[config.mk]
export PLATFORM = sky130hd
export DESIGN_NAME = serial_fs_controller
export DESIGN_NICKNAME = d
export VERILOG_FILES = /design/src/rtl/serial_fs_controller.sv
export SDC_FILE = /design/constraint.sdc
export NUM_CORES = 1
export LEC_CHECK = 0
export CAP_MARGIN = 15
export CORE_AREA = 2 2 57 59
export CTS_BUF_LIST = sky130_fd_sc_hd__clkbuf_4 sky130_fd_sc_hd__clkbuf_8
export DETAILED_ROUTE_END_ITERATION = 10
export DIE_AREA = 0 0 59 61
export PLACE_DENSITY = 0.83
export SETUP_SLACK_MARGIN = 0.15
export SLEW_MARGIN = 25
export SYNTH_ARGS = -nofsm -noshare
export SYNTH_HDL_FRONTEND = slang
export SYNTH_SLANG_ARGS = --single-unit
[constraint.sdc]
create_clock -name clk -period 2.7 [get_ports clk]
set_input_delay 0.405 -clock clk [delete_from_list [all_inputs] [get_ports clk]]
set_output_delay 0.405 -clock clk [all_outputs]
set_load 0.05 [all_outputs]
[src/rtl/serial_fs_controller.sv]
// serial_fs_controller: bit-serial a - b - bin_init through a 1-bit full-subtractor cell, LSB first
//   clk, rst         : clock, synchronous active-high reset
//   start, a, b,
//   bin_init         : operation request and operands, sampled only in IDLE
//   busy, done       : busy in RUN/DONE, done pulses for the single cycle after completion
//   diff, borrow_out : registered result, updated only on the completion edge
module serial_fs_controller #(
  parameter int WIDTH = 8
) (
  input  logic             clk,
  input  logic             rst,
  input  logic             start,
  input  logic [WIDTH-1:0] a,
  input  logic [WIDTH-1:0] b,
  input  logic             bin_init,
  output logic             busy,
  output logic             done,
  output logic [WIDTH-1:0] diff,
  output logic             borrow_out
);
  localparam int CW = $clog2(WIDTH);
  typedef enum logic [1:0] {IDLE, RUN, DONE} state_t;
  state_t           state_q, state_d;
  logic [WIDTH-1:0] sa_q, sa_d, sb_q, sb_d, diff_q, diff_d;
  logic [WIDTH-2:0] sd_q, sd_d;
  logic [CW-1:0]    cnt_q, cnt_d;
  logic             brw_q, brw_d, bo_q, bo_d;
  logic             d, nb;
  logic [WIDTH-1:0] acc;
  always_ff @(posedge clk) begin
    if (rst) begin
      state_q <= IDLE;
      sa_q    <= '0;
      sb_q    <= '0;
      sd_q    <= '0;
      cnt_q   <= '0;
      brw_q   <= 1'b0;
      diff_q  <= '0;
      bo_q    <= 1'b0;
    end else begin
      state_q <= state_d;
      sa_q    <= sa_d;
      sb_q    <= sb_d;
      sd_q    <= sd_d;
      cnt_q   <= cnt_d;
      brw_q   <= brw_d;
      diff_q  <= diff_d;
      bo_q    <= bo_d;
    end
  end
  // sd_q keeps only the upper WIDTH-1 partial bits; the bit that would fall off the bottom is never used
  always_comb begin
    d       = sa_q[0] ^ sb_q[0] ^ brw_q;
    nb      = (~sa_q[0] & sb_q[0]) | (~sa_q[0] & brw_q) | (sb_q[0] & brw_q);
    acc     = {d, sd_q};
    state_d = state_q;
    sa_d    = sa_q;
    sb_d    = sb_q;
    sd_d    = sd_q;
    cnt_d   = cnt_q;
    brw_d   = brw_q;
    diff_d  = diff_q;
    bo_d    = bo_q;
    case (state_q)
      IDLE: if (start) begin
        state_d = RUN;
        sa_d    = a;
        sb_d    = b;
        brw_d   = bin_init;
        cnt_d   = '0;
      end
      RUN: begin
        brw_d = nb;
        sd_d  = acc[WIDTH-1:1];
        sa_d  = {1'b0, sa_q[WIDTH-1:1]};
        sb_d  = {1'b0, sb_q[WIDTH-1:1]};
        cnt_d = cnt_q + CW'(1);
        if (cnt_q == CW'(WIDTH - 1)) begin
          state_d = DONE;
          diff_d  = acc;
          bo_d    = nb;
        end
      end
      default: state_d = IDLE;
    endcase
  end
  assign busy       = state_q != IDLE;
  assign done       = state_q == DONE;
  assign diff       = diff_q;
  assign borrow_out = bo_q;
endmodule

==> results.tsv <==
stage	metric	value	unit
die	core	2953	um2
run_status	status	finished clean	
hold_path	worstHoldPathCells	2	
cts	numCtsBuffers	5	
worst_setup_path	reg2reg_slack	910	ps
placed_design	dp_slack	850.5	ps
synthesis	syn_inst	168	
cts	cts_tree	built	
global_routing	grt_pass1_wl	5.119	mm
synthesis	netlist_top_cells_count	dfxtp_1 (38), nand2_1 (21), a21oi_1 (20)	
synthesis	synthXorXnorAreaFrac	0	%
timing	drv_slew	0	
synthesis	synthDistinctLibCells	29	
timing	worst_slew_pin_slew	743.6	ps
pwr	p_total	1.024	mW
die	initial_core_util	54.32	%
worst_setup_path	arrival	1840	ps
hold_path	hp-class	reg2reg	
synthesis	ys_seq_elements	38	
timing	setup_slack	459.8	ps
worst_setup_path	crit_type	reg2out	
timing	totalNegativeSetupSlack	0	ps
cells_and_area	drive_gt1_share	14.36	%
worst_setup_path	r2r_end	sb_q[4]	
worst_setup_path	r2r_cells	4	
timing	setup_viol	0	
synthesis	synth_area	1604	um2
global_routing	first_global_vias	1172	
timing	fin_worst_skew	6.282	ps
detailed_routing	wl_met2	1.542	mm
synthesis	synth_adder_area_share	2.808	%
synthesis	synth_area_leaders	dfxtp_1 (47%), o221a_1 (7.0%), a21oi_1 (6.2%), a21oi_2 (5.5%), nand2_1 (4.9%)	
worst_setup_path	crit_path_end_kind	output pin	
pwr	ir_drop	331.9	uV
synthesis	yosys_warnings	0	
synthesis	syn-num-nets	191	
die	die_x	59	um
timing	fmax	0.4464	GHz
worst_setup_path	cp-start-kind	flop	
cells_and_area	area_delta_synth_final	19.27	%
detailed_routing	wl	3.158	mm
synthesis	synth_top_area_share	47.43	%
job	cap_viol_max_count	0	
pwr	leakagePower	0.6876	nW
placed_design	dp_hpwl	2.152	mm
synthesis	async_reset_ff_share	0	%
pwr	p_per_area	535.0	nW/um2
synthesis	synth_edf_count	0	
cts	clk_pin_slew_worst_paths	110	ps
detailed_routing	drtIter0Drc	27	
synthesis	synth-main-ff-cell	dfxtp_1	
die	placementRows	20	
detailed_routing	wl_per_cell	13.85	um
cts	cts_resized	0	
synthesis	synth_top_family_by_area	compound AO/OA/AOI/OAI gates	
detailed_routing	drc	0	
timing	finalHoldViolations	0	
die	die_area	3599	um2
cts	clock_latency	340	ps
synthesis	syn_avg_cell_area	9.548	um2
synthesis	synth_mux_area_share	0.6240	%
detailed_routing	wl_met1	1.401	mm
cts	cts_sinks	38	
die	ios	31	
timing	fin_crit_sh	82.97	%
timing	fin_crit	2240	ps
cells_and_area	num-nets-final	218	
global_routing	grt_max_degree	39	
worst_setup_path	crit_fanout	8	
detailed_routing	num_vias	1270	
detailed_routing	ant_nets	0	
detailed_routing	top_layer	met4	
cts	cts_hold_buf	0	
placed_design	placedCellCount	221	
global_routing	antenna_found_initial	0	
cells_and_area	n_antenna_cell	0	
die	die_h	61	um
placed_design	place_congestion	0.7143	
synthesis	yosysSeqAreaShare	47.43	%
synthesis	yosysMostFrequentCell	dfxtp_1	
hold_path	hold_end	sd_q[0]	
cts	clock-root-buffer	clkbuf_4	
synthesis	synth_top_area_cell	dfxtp_1	
global_routing	grt_usage	19.53	%
detailed_routing	vias_per_cell	5.570	
synthesis	synth-compound-area-share	26.76	%
cells_and_area	final_core_util	64.79	%
worst_setup_path	crit_required	2300	ps
detailed_routing	routed-wl-met3	141	um
cts	cts_max_path_buffers	2	
worst_setup_path	reg2reg_from	state_q[0]	
hold_path	min-delay-start	sd_q[0]	
cells_and_area	stdcell_count	228	
timing	rsz0062_at_grt	no	
global_routing	overflow	0	
synthesis	yosys.area_share.simple	12.48	%
cts	htree_levels	2	
placed_design	io_buffers	30	
detailed_routing	drtPass1Iterations	4	
timing	relSlewSlack	50.32	%
cts	cts_setup_buffers	0	
[metal layers]
layer  vias to the layer above  track usage [%]
li1                        634                -
met1                       608            21.83
met2                        21            32.70
met3                         7            6.397
met4                         0            11.36
met5                         -                0
[registers in the layout (all words and copies together) (netlist names)]
name and count:
sd_q 7, state_q 2, sb_q 8, cnt_q 3, sa_q 8, borrow_out 1
diff 8, brw_q 1
[worst max-delay path, stage by stage (launching register included)]
cell and delay (ps):
dfxtp_1 500, nor2b_1 180, clkdlybuf4s50_1 810
[logic make-up after synthesis]
kind of cell,Yosys count
AOI/OAI and AO/OA,53
and+or+nand+nor,44
DFF,38
buffers and inverters,29
adders and majority gates,3
muxes,1
[report_power, final]
group	switching [mW]	total [mW]	internal [mW]
registers	0.0182	0.606	0.587
logic	0.0742	0.144	0.0699
clock network	0.180	0.274	0.0936
[cells in the final DEF, fill, tap and decap left out, types with 2 or more instances in the layout]
cell type        instances
a21oi_2                 10
dfxtp_1                 38
inv_1                   17
nand3_1                  8
o221a_2                  5
nand2_1                 21
nor2_1                   9
clkbuf_4                 5
clkdlybuf4s50_1         30
o221a_1                 10
ha_1                     2
a21oi_1                 20
clkinv_2                 2
buf_4                    2
a22oi_1                  4
[per-stage QoR]
step | hold WS (ps) | cell area (um2)
2_1_floorplan | 436.6 | 1604
3_3_place_gp | 442.2 | 1866
3_5_place_dp | 446.8 | 1866
4_1_cts | 462.6 | 1913
5_1_grt | 479.3 | 1913
6_report | 461.5 | 1913
[layout make-up]
class,instances,area (um2)
well taps,33,41.29
inverters,17,63.81
repair buffers,32,315.3
fillers,269,1040
clock buffers,5,37.54
multi-input cells,101,684.4
clock inverters,2,10.01
flip-flops and latches,38,760.7
[worst max-delay path by stage]
stage                    start    to  cells past startpoint
finish              state_q[1]  done                      2
CTS                 state_q[1]  done                      2
global placement    state_q[1]  done                      2
detailed placement  state_q[1]  done                      2
global route        state_q[1]  done                      2
floorplan           state_q[1]  done                      1
No activity file was read; power rests on OpenSTA's default activity.
==> RTL edit 1 (same flow settings) <==
`WIDTH`: 8 -> 4.
--- a/src/rtl/serial_fs_controller.sv
+++ b/src/rtl/serial_fs_controller.sv
@@ -6,5 +6,5 @@
 //   diff, borrow_out : registered result, updated only on the completion edge
 module serial_fs_controller #(
-  parameter int WIDTH = 8
+  parameter int WIDTH = 4
 ) (
   input  logic             clk,
Interface: changed (resized a, b and diff); port bits go from 31 to 19. No check against the original RTL was run, so the function may have changed too.
==> RTL edit 1 against the unedited design <==
  * Power down 43%
  * Area after synthesis down 42%
  * First-iteration DRC count down 11%
  * Die area unchanged
  * Wire length down 37%
  * Setup slack worse by 120 ps
  * Count of clock-buffer cells in the layout down 1
  * Sequential power down 44%
  * Design area down 41%
  * Maximum frequency down 5.1%
  * Critical path type unchanged
  * Sequential cell count down 17
==> RTL edit 1: results (changes against the unedited design) <==
Run status
The flow ran to the end, and the final reports show no timing, DRC or antenna violations.

Synthesis
The sequential area share after synthesis is 0.452 (-0.0226). The mean instance size in the synthesized netlist came to 9.13 um2 (-4.4%). The synthesized-area fraction occupied by ao, oa, aoi and oai cells is 0.235 (-0.0323). By count the netlist is led by 21 x sky130_fd_sc_hd__dfxtp_1, 12 x sky130_fd_sc_hd__a21oi_1, 10 x sky130_fd_sc_hd__nor2_1, 9 x sky130_fd_sc_hd__nand2_1, 8 x sky130_fd_sc_hd__inv_1.

Global routing
The total global-route track usage is 0.123 (-0.0720). The global-route wire length before repair was 3280 um (-36%). The met2 track demand over resource is 0.206 (-0.121). The met3 demand-to-capacity share in global routing is 0.0554 (-0.00853).

Final layout
The count of multi-input combinational gates was 65 (-36%). The buffer count excluding the clock tree in the final layout is 18 (-44%). The inverter count is 8 (-9). The count of clock-net buffers in the final layout is 4 (-1).

The fraction of area in clock buffers and inverters is 0.0268 (+0.00193). The number of nets in the finished design was 131 (-40%). The count of filler cells inserted in the layout came to 309 (+15%). The fraction of standard cell area in multi-input logic is 0.374 (+0.0161).

The portion of the layout cell area used by non-clock buffers is 0.161 (-0.00410).

Placement
The post-detailed-placement half-perimeter wirelength came to 1530 um (-29%). The number of instances in the placed design is 145 (-34%).

Critical path
The largest fanout of any net on the critical path was 12 (+4). The number of cell instances on the worst register-to-register path was 3 (-1).

Detailed routing
The detailed-route vias per instance is 5.23 (-6.0%). The routed length per placed instance came to 13.4 um (-3.5%). The met3 wire length was 153 um (+8.5%).

Min path
The hold-critical path endpoint is borrow_out$_SDFFE_PP0P_.

Timing
The minimum clock period came to 2360 ps (+121 ps). The setup clock skew after layout is 6.36 ps (+0.0814 ps). The transition time of the tightest slew-check pin is 773 ps (+29.8 ps).
==> RTL edit 1: cell count changes after synthesis, moves of 3 or more <==
cell / unedited run / this run
sky130_fd_sc_hd__a211oi_1: 1 / 4
sky130_fd_sc_hd__a21oi_1: 20 / 12
sky130_fd_sc_hd__a21oi_2: 10 / 0
sky130_fd_sc_hd__dfxtp_1: 38 / 21
sky130_fd_sc_hd__inv_1: 17 / 8
sky130_fd_sc_hd__nand2_1: 21 / 9
sky130_fd_sc_hd__nand3_1: 8 / 5
sky130_fd_sc_hd__o221a_1: 10 / 0
sky130_fd_sc_hd__o22ai_1: 0 / 3
==> RTL edit 1: stage by stage <==
stage	hold WS, ps	cell area (um2)	utilization
after floorplan	437	931	-
after global placement	446	1090	0.369
after detailed placement	455	1090	0.369
after CTS	471	1120	0.380
after global routing	481	1120	0.380
final	466	1120	0.380
==> RTL edit 2 (same settings) <==
Made on the original files. Encoding of `state_t`: now one-hot (3 bits for 3 states).
--- a/src/rtl/serial_fs_controller.sv
+++ b/src/rtl/serial_fs_controller.sv
@@ -20,5 +20,5 @@
 );
   localparam int CW = $clog2(WIDTH);
-  typedef enum logic [1:0] {IDLE, RUN, DONE} state_t;
+  typedef enum logic [2:0] {IDLE = 3'b001, RUN = 3'b010, DONE = 3'b100} state_t;
   state_t           state_q, state_d;
   logic [WIDTH-1:0] sa_q, sa_d, sb_q, sb_d, diff_q, diff_d;
Behaviour: no difference found for any inputs over 10 cycles, from zero or initial values and one cycle with rst high; not proved beyond that.
==> RTL edit 2 against the unedited design <==
  * Area after synthesis is 2.8% lower
  * First-iteration DRC count increased to 2.7 times the old value
  * Critical path depth stayed put
  * Combinational power barely moved
  * Power rose by 0.99%
  * Sequential cell count grew 1
  * Setup slack got worse by 150 ps
  * Wire length is 0.16% higher
  * Non-clock buffer count grew 1
  * Design area decreased by 2.5%
==> RTL edit 2: results (changes against the unedited design) <==
Final layout
The number of nets in the finished design is 223 (+2.3%). The number of diodes added for antenna fixing was 0 (unchanged). The fraction of final layout cells with drive strength greater than 1 is 0.0754 (-0.0682).

Global routing
The global-route wire length before repair is 5110 um (-0.14%). The initial antenna violation count was 0 (unchanged). The total global-route track usage came to 0.192 (-0.00350).

The largest net degree at the start of global routing is 30 (-23%). The number of global-route vias before repair is 1189 (+1.5%).

Detailed routing
The overall routed net length is 3160 um (+0.16%). The routed via count is 1337 (+5.3%). The DRC violation total after the first TritonRoute iteration is 73 (+170%). The detailed-route vias per instance was 5.76 (+3.5%).

Clocking
The cell sitting at the root of the clock tree is a sky130_fd_sc_hd__clkbuf_4. The number of buffers created by CTS came to 5 (unchanged). The count of instances resized after the clock tree is built is 0 (unchanged). The buffer depth of the longest clock path is 2 (unchanged).

Placement
The number of buffers inserted by port buffering was 30 (unchanged). The number of instances in the placed design is 226 (+2.3%). The routability congestion estimate from global placement is 0.736 (+3.0%).

The post-detailed-placement half-perimeter wirelength is 2150 um (-0.20%). The pre-CTS setup slack is 675 ps (-176 ps).

Critical path
The largest fanout of any net on the critical path came to 8 (unchanged). The endpoint arrival time on the critical path is 1990 ps (+150 ps). The delay contributed by the slowest stage of the critical path is 710 ps (-100 ps). The slowest cell on the critical path is sky130_fd_sc_hd__clkdlybuf4s50_1.

Synthesis
By count the netlist is led by 39 x sky130_fd_sc_hd__dfxtp_1, 32 x sky130_fd_sc_hd__nand2_1, 28 x sky130_fd_sc_hd__nor3_1, 19 x sky130_fd_sc_hd__a21oi_1, 15 x sky130_fd_sc_hd__o22ai_1. Yosys attributes the largest share of cell area to sky130_fd_sc_hd__dfxtp_1 50%, sky130_fd_sc_hd__nor3_1 9.0%, sky130_fd_sc_hd__nand2_1 7.7%, sky130_fd_sc_hd__a21oi_1 6.1%, sky130_fd_sc_hd__o22ai_1 6.0%. The mean instance size in the synthesized netlist was 8.91 um2 (-6.7%). The number of enable-type register cells in the synthesized netlist came to 0 (unchanged). The synthesized netlist net count is 198 (+3.7%). The proportion of synthesized flip-flops having asynchronous set or reset is 0 (unchanged). The sequential area share after synthesis is 0.501 (+0.0265). The number of unique standard cell types used by synthesis is 28 (-3.4%).

Timing
The transition time of the tightest slew-check pin is 667 ps (-76.6 ps). The setup clock skew after layout was 3.79 ps (-2.49 ps).

Run status
The flow ran to the end, and the final reports show no timing, DRC or antenna violations.

Power
The leakage component of the power came to 0.639 nW (-7.1%). The maximum resistive drop on vdd is 0.315 mV (-5.2%).
==> RTL edit 2: report_power, final <==
part           internal (mW)  switching (mW)  total [mW]
registers              0.604          0.0178       0.621
logic                 0.0726          0.0713       0.144
clock network          0.103           0.166       0.268
total                  0.779           0.255        1.03
==> RTL edit 2: stage by stage <==
step           hold WS (ps)  area [um2]  power (mW)
2_1_floorplan           432        1560       0.730
3_3_place_gp            443        1820       0.770
3_5_place_dp            450        1820       0.778
4_1_cts                 465        1870        1.04
5_1_grt                 480        1870        1.09
6_report                463        1870        1.03
==> RTL edit 2: worst paths after layout <==
kind	from	end	slack [ps]	depth (start not counted)
setup / recovery	state_q[0]$_SDFFE_PP1P_	busy	310	2
hold / removal	diff[4]$_SDFFE_PP0P_	diff[4]$_SDFFE_PP0P_	460	2
setup reg to reg	state_q[1]$_SDFFE_PP0P_	brw_q$_SDFFE_PP0P_	990	4
hold reg to reg	diff[4]$_SDFFE_PP0P_	diff[4]$_SDFFE_PP0P_	460	2
==> RTL edit 2: worst max-delay path: cells and delay by family (launching register included) <==
kind          cells  cell delay [ps]
buf+inv           1              710
flops             1              470
simple gates      1              480
==> RTL edit 2: layer usage <==
layer,part of all wire,vias up,track usage
li1,-,669,-
met1,0.43,637,0.213
met2,0.51,26,0.333
met3,0.040,5,0.0704
met4,0.013,0,0.0779
met5,0,-,0
==> RTL edit 2: cell type report <==
cell class,count,area (um2)
Clock buffer,6,45.0
Fill cell,258,1090
Inverter,1,3.75
Multi-Input combinational cell,120,672
Sequential cell,39,781
Tap cell,33,41.3
Timing Repair Buffer,33,323
==> RTL edit 2: cells by family (layout without fill, tap and decap cells) <==
| kind of cell | Yosys count | after routing | share of synthesized area |
|---|---|---|---|
| and+or+nand+nor | 78 | 78 | 0.253 |
| buffers and inverters | 16 | 40 | 0.0682 |
| AOI/OAI and AO/OA | 39 | 39 | 0.149 |
| adders and majority gates | 3 | 3 | 0.0289 |
| DFF | 39 | 39 | 0.501 |
